<file path="src/rtl/tsc_pkg.sv">
// Shared state encoding and edge-select constants for the trigger-surround cache.
package tsc_pkg;

  typedef enum logic [2:0] {
    IDLE    = 3'd0,
    PREFILL = 3'd1,
    RUN     = 3'd2,
    POST    = 3'd3,
    HOLD    = 3'd4,
    SEND    = 3'd5
  } state_t;

  localparam logic EDGE_RISE = 1'b0;
  localparam logic EDGE_FALL = 1'b1;

endpackage

</file>
<file path="src/rtl/tsc_serializer.sv">
// MSB-first word serializer; with TSC_PARITY_EN defined each word is followed
// by its even-parity bit. word_done marks the last bit of the current word.
module tsc_serializer #(
  parameter int DATA_W = 8
) (
  input  logic              clk,
  input  logic              reset,
  input  logic              load,
  input  logic [DATA_W-1:0] word,
  output logic              sd,
  output logic              sd_vld,
  output logic              word_done
);

`ifdef TSC_PARITY_EN
  localparam int BITS = DATA_W + 1;
`else
  localparam int BITS = DATA_W;
`endif
  localparam int CNT_W = $clog2(BITS);

  logic [BITS-1:0]  sh;
  logic [BITS-1:0]  sh_load;
  logic [CNT_W-1:0] cnt;
  logic             busy;

`ifdef TSC_PARITY_EN
  assign sh_load = {word, ^word};
`else
  assign sh_load = word;
`endif

  always_ff @(posedge clk or posedge reset) begin
    if (reset) begin
      sh   <= '0;
      cnt  <= '0;
      busy <= 1'b0;
    end else if (load) begin
      sh   <= sh_load;
      cnt  <= CNT_W'(BITS - 1);
      busy <= 1'b1;
    end else if (busy) begin
      sh <= {sh[BITS-2:0], 1'b0};
      if (cnt == '0) busy <= 1'b0;
      else           cnt  <= cnt - 1'b1;
    end
  end

  assign sd        = busy & sh[BITS-1];
  assign sd_vld    = busy;
  assign word_done = busy && (cnt == '0);

endmodule

</file>
<file path="src/rtl/trig_surround_cache_p.sv">
// Trigger-surround cache: ring-buffers ADC samples, freezes a PRE/post window
// around a threshold crossing and serialises it. Optional parity: TSC_PARITY_EN.
module trig_surround_cache_p
  import tsc_pkg::*;
#(
  parameter int DATA_W  = 8,
  parameter int DEPTH   = 32,
  parameter int PRE     = 8,
  parameter int TIMER_W = 32
) (
  input  logic               clk,
  input  logic               reset,
  input  logic               start,
  input  logic               sbf,
  input  logic [DATA_W-1:0]  thresh,
  input  logic               edge_sel,
  output logic               req,
  input  logic               rdy,
  input  logic [DATA_W-1:0]  adc_data,
  output logic               trd,
  output logic [TIMER_W-1:0] trigtm,
  output logic               sd,
  output logic               sd_vld,
  output logic               cd
);

  localparam int PTR_W = $clog2(DEPTH);
  localparam logic [PTR_W-1:0] PRE_V  = PTR_W'(PRE);
  localparam logic [PTR_W-1:0] POST_V = PTR_W'(DEPTH - PRE - 1);
  localparam logic [PTR_W-1:0] LAST_W = PTR_W'(DEPTH - 1);

  state_t state, state_nxt;

  logic [DATA_W-1:0]  mem [DEPTH];
  logic [TIMER_W-1:0] timer;
  logic [DATA_W-1:0]  thresh_q, prev;
  logic               edge_q;
  logic [PTR_W-1:0]   wr_ptr, rd_ptr, trig_ptr, fill, post_cnt, words_left;
  logic [PTR_W-1:0]   fill_inc, start_ptr;
  logic               accept, hit, arm;
  logic               ser_load, word_done, cd_nxt;
  logic [DATA_W-1:0]  ser_word;

  assign accept    = req & rdy;
  assign fill_inc  = fill + 1'b1;
  assign start_ptr = trig_ptr - PRE_V;
  assign arm       = (state_nxt == PREFILL) && (state != PREFILL);
  assign ser_word  = (state == SEND) ? mem[rd_ptr] : mem[start_ptr];

  always_comb begin
    hit = 1'b0;
    if (edge_q == EDGE_RISE) hit = (prev <  thresh_q) && (adc_data >= thresh_q);
    if (edge_q == EDGE_FALL) hit = (prev >= thresh_q) && (adc_data <  thresh_q);
  end

  always_comb begin
    state_nxt = state;
    req       = 1'b0;
    ser_load  = 1'b0;
    cd_nxt    = 1'b0;
    case (state)
      IDLE:    if (start) state_nxt = PREFILL;
      PREFILL: begin
        req = 1'b1;
        if (accept && fill_inc == PRE_V) state_nxt = RUN;
      end
      RUN: begin
        req = 1'b1;
        if (accept && hit) state_nxt = (POST_V == '0) ? HOLD : POST;
      end
      POST: begin
        req = 1'b1;
        if (accept && post_cnt == PTR_W'(1)) state_nxt = HOLD;
      end
      // sbf takes priority over a simultaneous re-arm
      HOLD: begin
        if (sbf) begin
          state_nxt = SEND;
          ser_load  = 1'b1;
        end else if (start) begin
          state_nxt = PREFILL;
        end
      end
      SEND: begin
        if (word_done) begin
          if (words_left != '0) begin
            ser_load = 1'b1;
          end else begin
            state_nxt = IDLE;
            cd_nxt    = 1'b1;
          end
        end
      end
      default: state_nxt = IDLE;
    endcase
  end

  always_ff @(posedge clk or posedge reset) begin
    if (reset) begin
      state      <= IDLE;
      timer      <= '0;
      wr_ptr     <= '0;
      rd_ptr     <= '0;
      trig_ptr   <= '0;
      fill       <= '0;
      post_cnt   <= '0;
      words_left <= '0;
      thresh_q   <= '0;
      edge_q     <= 1'b0;
      prev       <= '0;
      trd        <= 1'b0;
      trigtm     <= '0;
      cd         <= 1'b0;
    end else begin
      state <= state_nxt;
      timer <= timer + 1'b1;
      cd    <= cd_nxt;
      if (accept) begin
        wr_ptr <= wr_ptr + 1'b1;
        prev   <= adc_data;
      end
      if (arm) begin
        thresh_q <= thresh;
        edge_q   <= edge_sel;
        trd      <= 1'b0;
        fill     <= '0;
      end
      if (state == PREFILL && accept) fill <= fill_inc;
      if (state == RUN && accept && hit) begin
        trd      <= 1'b1;
        trigtm   <= timer;
        trig_ptr <= wr_ptr;
        post_cnt <= POST_V;
      end
      if (state == POST && accept) post_cnt <= post_cnt - 1'b1;
      if (ser_load) begin
        if (state == HOLD) begin
          rd_ptr     <= start_ptr + 1'b1;
          words_left <= LAST_W;
        end else begin
          rd_ptr     <= rd_ptr + 1'b1;
          words_left <= words_left - 1'b1;
        end
      end
    end
  end

  // Sample storage carries no reset; only the pointers define validity.
  always_ff @(posedge clk) begin
    if (accept) mem[wr_ptr] <= adc_data;
  end

  tsc_serializer #(.DATA_W(DATA_W)) u_ser (
    .clk       (clk),
    .reset     (reset),
    .load      (ser_load),
    .word      (ser_word),
    .sd        (sd),
    .sd_vld    (sd_vld),
    .word_done (word_done)
  );

endmodule

</file>
<file path="config.mk">
export PLATFORM = sky130hd
export DESIGN_NAME = trig_surround_cache_p
export DESIGN_NICKNAME = d
export VERILOG_FILES = /design/src/rtl/tsc_pkg.sv /design/src/rtl/tsc_serializer.sv /design/src/rtl/trig_surround_cache_p.sv
export SDC_FILE = /design/constraint.sdc
export NUM_CORES = 1
export LEC_CHECK = 0
export CAP_MARGIN = 40
export CORE_MARGIN = 2
export CORE_UTILIZATION = 35
export DETAILED_ROUTE_END_ITERATION = 8
export HOLD_SLACK_MARGIN = 0.03
export PLACE_DENSITY_LB_ADDON = 0.05
export RECOVER_POWER = 25
export SYNTH_ARGS = -nofsm -noshare
export SYNTH_HDL_FRONTEND = slang
export SYNTH_HIERARCHICAL = 1
export SYNTH_SLANG_ARGS = --single-unit
</file>
<file path="constraint.sdc">
create_clock -name clk -period 6.55 [get_ports clk]
set_input_delay 0.655 -clock clk [delete_from_list [all_inputs] [get_ports clk]]
set_output_delay 0.655 -clock clk [all_outputs]
set_load 0.02 [all_outputs]
</file>
==> impl_metrics.ini <==
[power]
p_int_mw = 5.32
pwr-share-seq = 0.404
p_sw_frac = 0.314
p_per_area_nw_per_um2 = 367
combPwrFrac = 0.278
leakagePower_nw = 7.40
clkPwrFrac = 0.318
p_sw_mw = 2.44
vdd_drop_max_mv = 0.185

[critical_path]
required_ns = 7.00
cp_num_cells = 9
cp.arrival_ns = 5.07
cp_slowest_cell = clkbuf_1
crit_path_start = adc_data[5]
path_cells = dlygate4sd3_1, clkbuf_1, ha_1, a21oi_1, o21ai_0, o31a_1, o2111ai_4, buf_4, mux2_2
end_kind = flip-flop
rr_endpoint = u_ser/sh[1]
rrSetupSlack_ns = 3.09
max_stage_delay_ns = 1.32
critPathTopFamily = buffers and inverters
r2r_cells = 8
r2r-start = rd_ptr[0]
start_kind = primary input
path_max_fanout = 34
crit_buf_inv = 3
crit_type = primary input to flip-flop
critPathCapture = trigtm[15]

[sta]
final-hold-violation-count = 0
fin_tns_setup_ns = 0
setup_viol = 0
worstMarginPinSlew_ns = 2.73
fin_worst_skew_ns = 0.0159
rsz0062_at_grt = false
fmax_mhz = 217
hold_slack_ns = 0.463
fin_ws_ns = 1.94
min_period_over_period = 0.704
relSlewSlack = -0.831
fin_crit_ns = 4.61
maxSlewViolCount = 230

[clock_tree]
cts.sinks = 384
cts_buffer_depth = 3
cts_setup_buffers = 0
post_cts_resized = 0
cts_buffers = 45
cts_tree = yes
clk_pin_slew_worst_paths_ns = 0.06
ctsHoldBuffers = 0
cts-root-buf = clkbuf_16
worstSkewPairLatency_ns = 0.57
htreeDepth = 2

[die]
die_w_um = 232
io_pins = 59
dieHeight_um = 232
core_um2 = 51400
row_count = 83
die_area_um2 = 54000
start_util = 0.355

[route]
drt_iter0_drc = 893
route.detailed.drc = 0
antenna_left = 0
dr_total_vias = 10380
firstDrtPassIters = 7
vias_per_cell = 5.43
wl_per_cell_um = 26.8
wl_um = 51300

[synthesis]
ys.flop_type = edfxtp_1
yosysUniqueCellTypes = 63
synth_top_family_by_area = multiplexers
synth_top_area_frac = 0.421
syn_nets = 1151
synth_area_leader_cell = edfxtp_1
yosys.area_share.simple = 0.0584
netlist_area_um2 = 18300
yosys-mux-area-fraction = 0.242
synth.area.top_cells = edfxtp_1 42%, dfrtp_1 18%, mux4_2 15%, mux4_1 4.0%, mux2_2 3.5%
async_reset_ff_frac = 0.333
ys_seq_area_frac = 0.597
synth-xor-area-share = 0.0192
syn_area_per_cell_um2 = 16.6
synth_edf_count = 256
syn_inst = 1100
synth_fa_ha_area_frac = 0.0199
yosysWarnings = 6
synth_compound_area_frac = 0.0326
synth-seq-cells = 384

[run_status]
violations = max-capacitance violations, max-slew violations
status = complete, but fails checks

[global_routing]
grt_max_degree = 56
antenna_found_initial = 3
overflow = 0
grtUsageTotal = 0.194
grt_pass1_vias = 10642
grt_pass1_wl_um = 74900

[final_layout]
area_growth_syn_to_layout_pct = 15.8
layout-drive-gt1-share = 0.247
final_cells = 1910
fin_area_um2 = 21100
nFillCells = 4665
nets = 1244

[min_path]
hold_class = flip-flop to flip-flop

[place]
gp_congestion = 0.758
place_area_um2 = 19700
numPortBuffers = 58
preCtsSetupSlack_ns = 2.42
hpwl_um = 34100
placed_cells = 1823

[job]
max_cap_violations = 6
==> sequential cells by signal, summed over array words and instances, names as in the netlist <==
register      cells
mem             256
timer            32
trigtm           32
prev              8
thresh_q          8
u_ser/sh          8
fill              5
post_cnt          5
rd_ptr            5
trig_ptr          5
words_left        5
wr_ptr            5
state             3
u_ser/cnt         3
cd                1
edge_q            1
trd               1
u_ser/sd_vld      1
==> worst reg2reg max path, cell delays in order, from the launching register on <==
cell      delay [ns]
dfrtp_4         0.86
buf_12          0.36
mux4_1          0.82
mux4_2          0.52
and2_1          0.17
a211oi_1        0.21
a21oi_1         0.17
nand2_1         0.16
o21ai_1         0.08
==> placed cells by master (no fill, tap or decap), drive strengths merged, types with 16 or more instances in the layout <==
cell type	n
clkinv	18
mux4	147
ha	29
nand3	28
xor2	16
mux2i	36
inv	30
o21ai	26
dfrtp	128
nand2	46
clkbuf	63
mux2	56
nor2	75
buf	48
xnor2	24
clkdlybuf4s50	51
a21oi	24
edfxtp	256
==> cells by family (layout without fill, tap and decap cells) <==
kind of cell	after synthesis	count (layout)
AND/OR/NAND/NOR	218	218
flip-flops	384	384
AO/OA/AOI/OAI	95	95
multiplexers	239	239
XOR/XNOR	40	40
buffers and inverters	95	224
adder cells (fa/ha/maj)	29	29
other	0	1
==> cell usage after synthesis (10+ instances only) <==
master,instances
ha_1,29
mux2i_1,36
dfrtp_1,128
edfxtp_1,256
nand3_1,28
mux4_2,118
nor2_1,75
clkbuf_1,23
a211oi_1,10
mux4_1,28
a21oi_1,24
o22ai_1,14
xnor2_1,24
xor2_1,16
buf_2,17
mux2_2,56
inv_1,29
nand4_1,12
o21ai_0,17
nand2_1,46
and2_1,11
==> worst min path at each step <==
| stage | start | to | slack (ns) | depth (start not counted) |
|---|---|---|---|---|
| floorplan | timer[31] | timer[31] | 0.44 | 1 |
| global placement | timer[31] | timer[31] | 0.46 | 1 |
| detailed placement | timer[31] | timer[31] | 0.46 | 1 |
| CTS | timer[31] | timer[31] | 0.47 | 1 |
| global route | timer[31] | timer[31] | 0.49 | 1 |
| finish | timer[31] | timer[31] | 0.46 | 1 |
==> metrics by stage <==
step           power [mW]   util
2_1_floorplan        4.62      -
3_3_place_gp         5.34  0.379
3_5_place_dp         5.36  0.383
4_1_cts              7.86  0.411
5_1_grt              8.14  0.411
6_report             7.76  0.411
==> power by group through the flow <==
stage	Sequential, mW	Combinational (mW)	Clock, mW
2_1_floorplan	2.99	1.63	0
3_3_place_gp	3.22	2.12	0
3_5_place_dp	3.18	2.18	0
4_1_cts	3.14	2.18	2.55
5_1_grt	3.18	2.33	2.63
6_report	3.13	2.16	2.47
==> layout make-up <==
cell class                 instances  area (µm²)  share of cell area
antenna                            1        2.50            0.000118
clock inverter                    25         225              0.0107
timing repair buffer             111        1030              0.0488
sequential                       384       10900               0.516
tap                              680         851              0.0402
inverter                          30         114             0.00539
multi-input combinational        621        6800               0.321
clock buffer                      58        1220              0.0576
==> per-layer routing <==
layer	vias to the layer above	part of all wire	global-route usage	routed length, µm
li1	4558	-	-	-
met1	5495	0.45	0.273	23300
met2	251	0.47	0.301	23900
met3	76	0.050	0.0349	2570
met4	0	0.030	0.0671	1520
met5	-	0	0	0
Note: power is estimated with default switching activity, not from simulation.
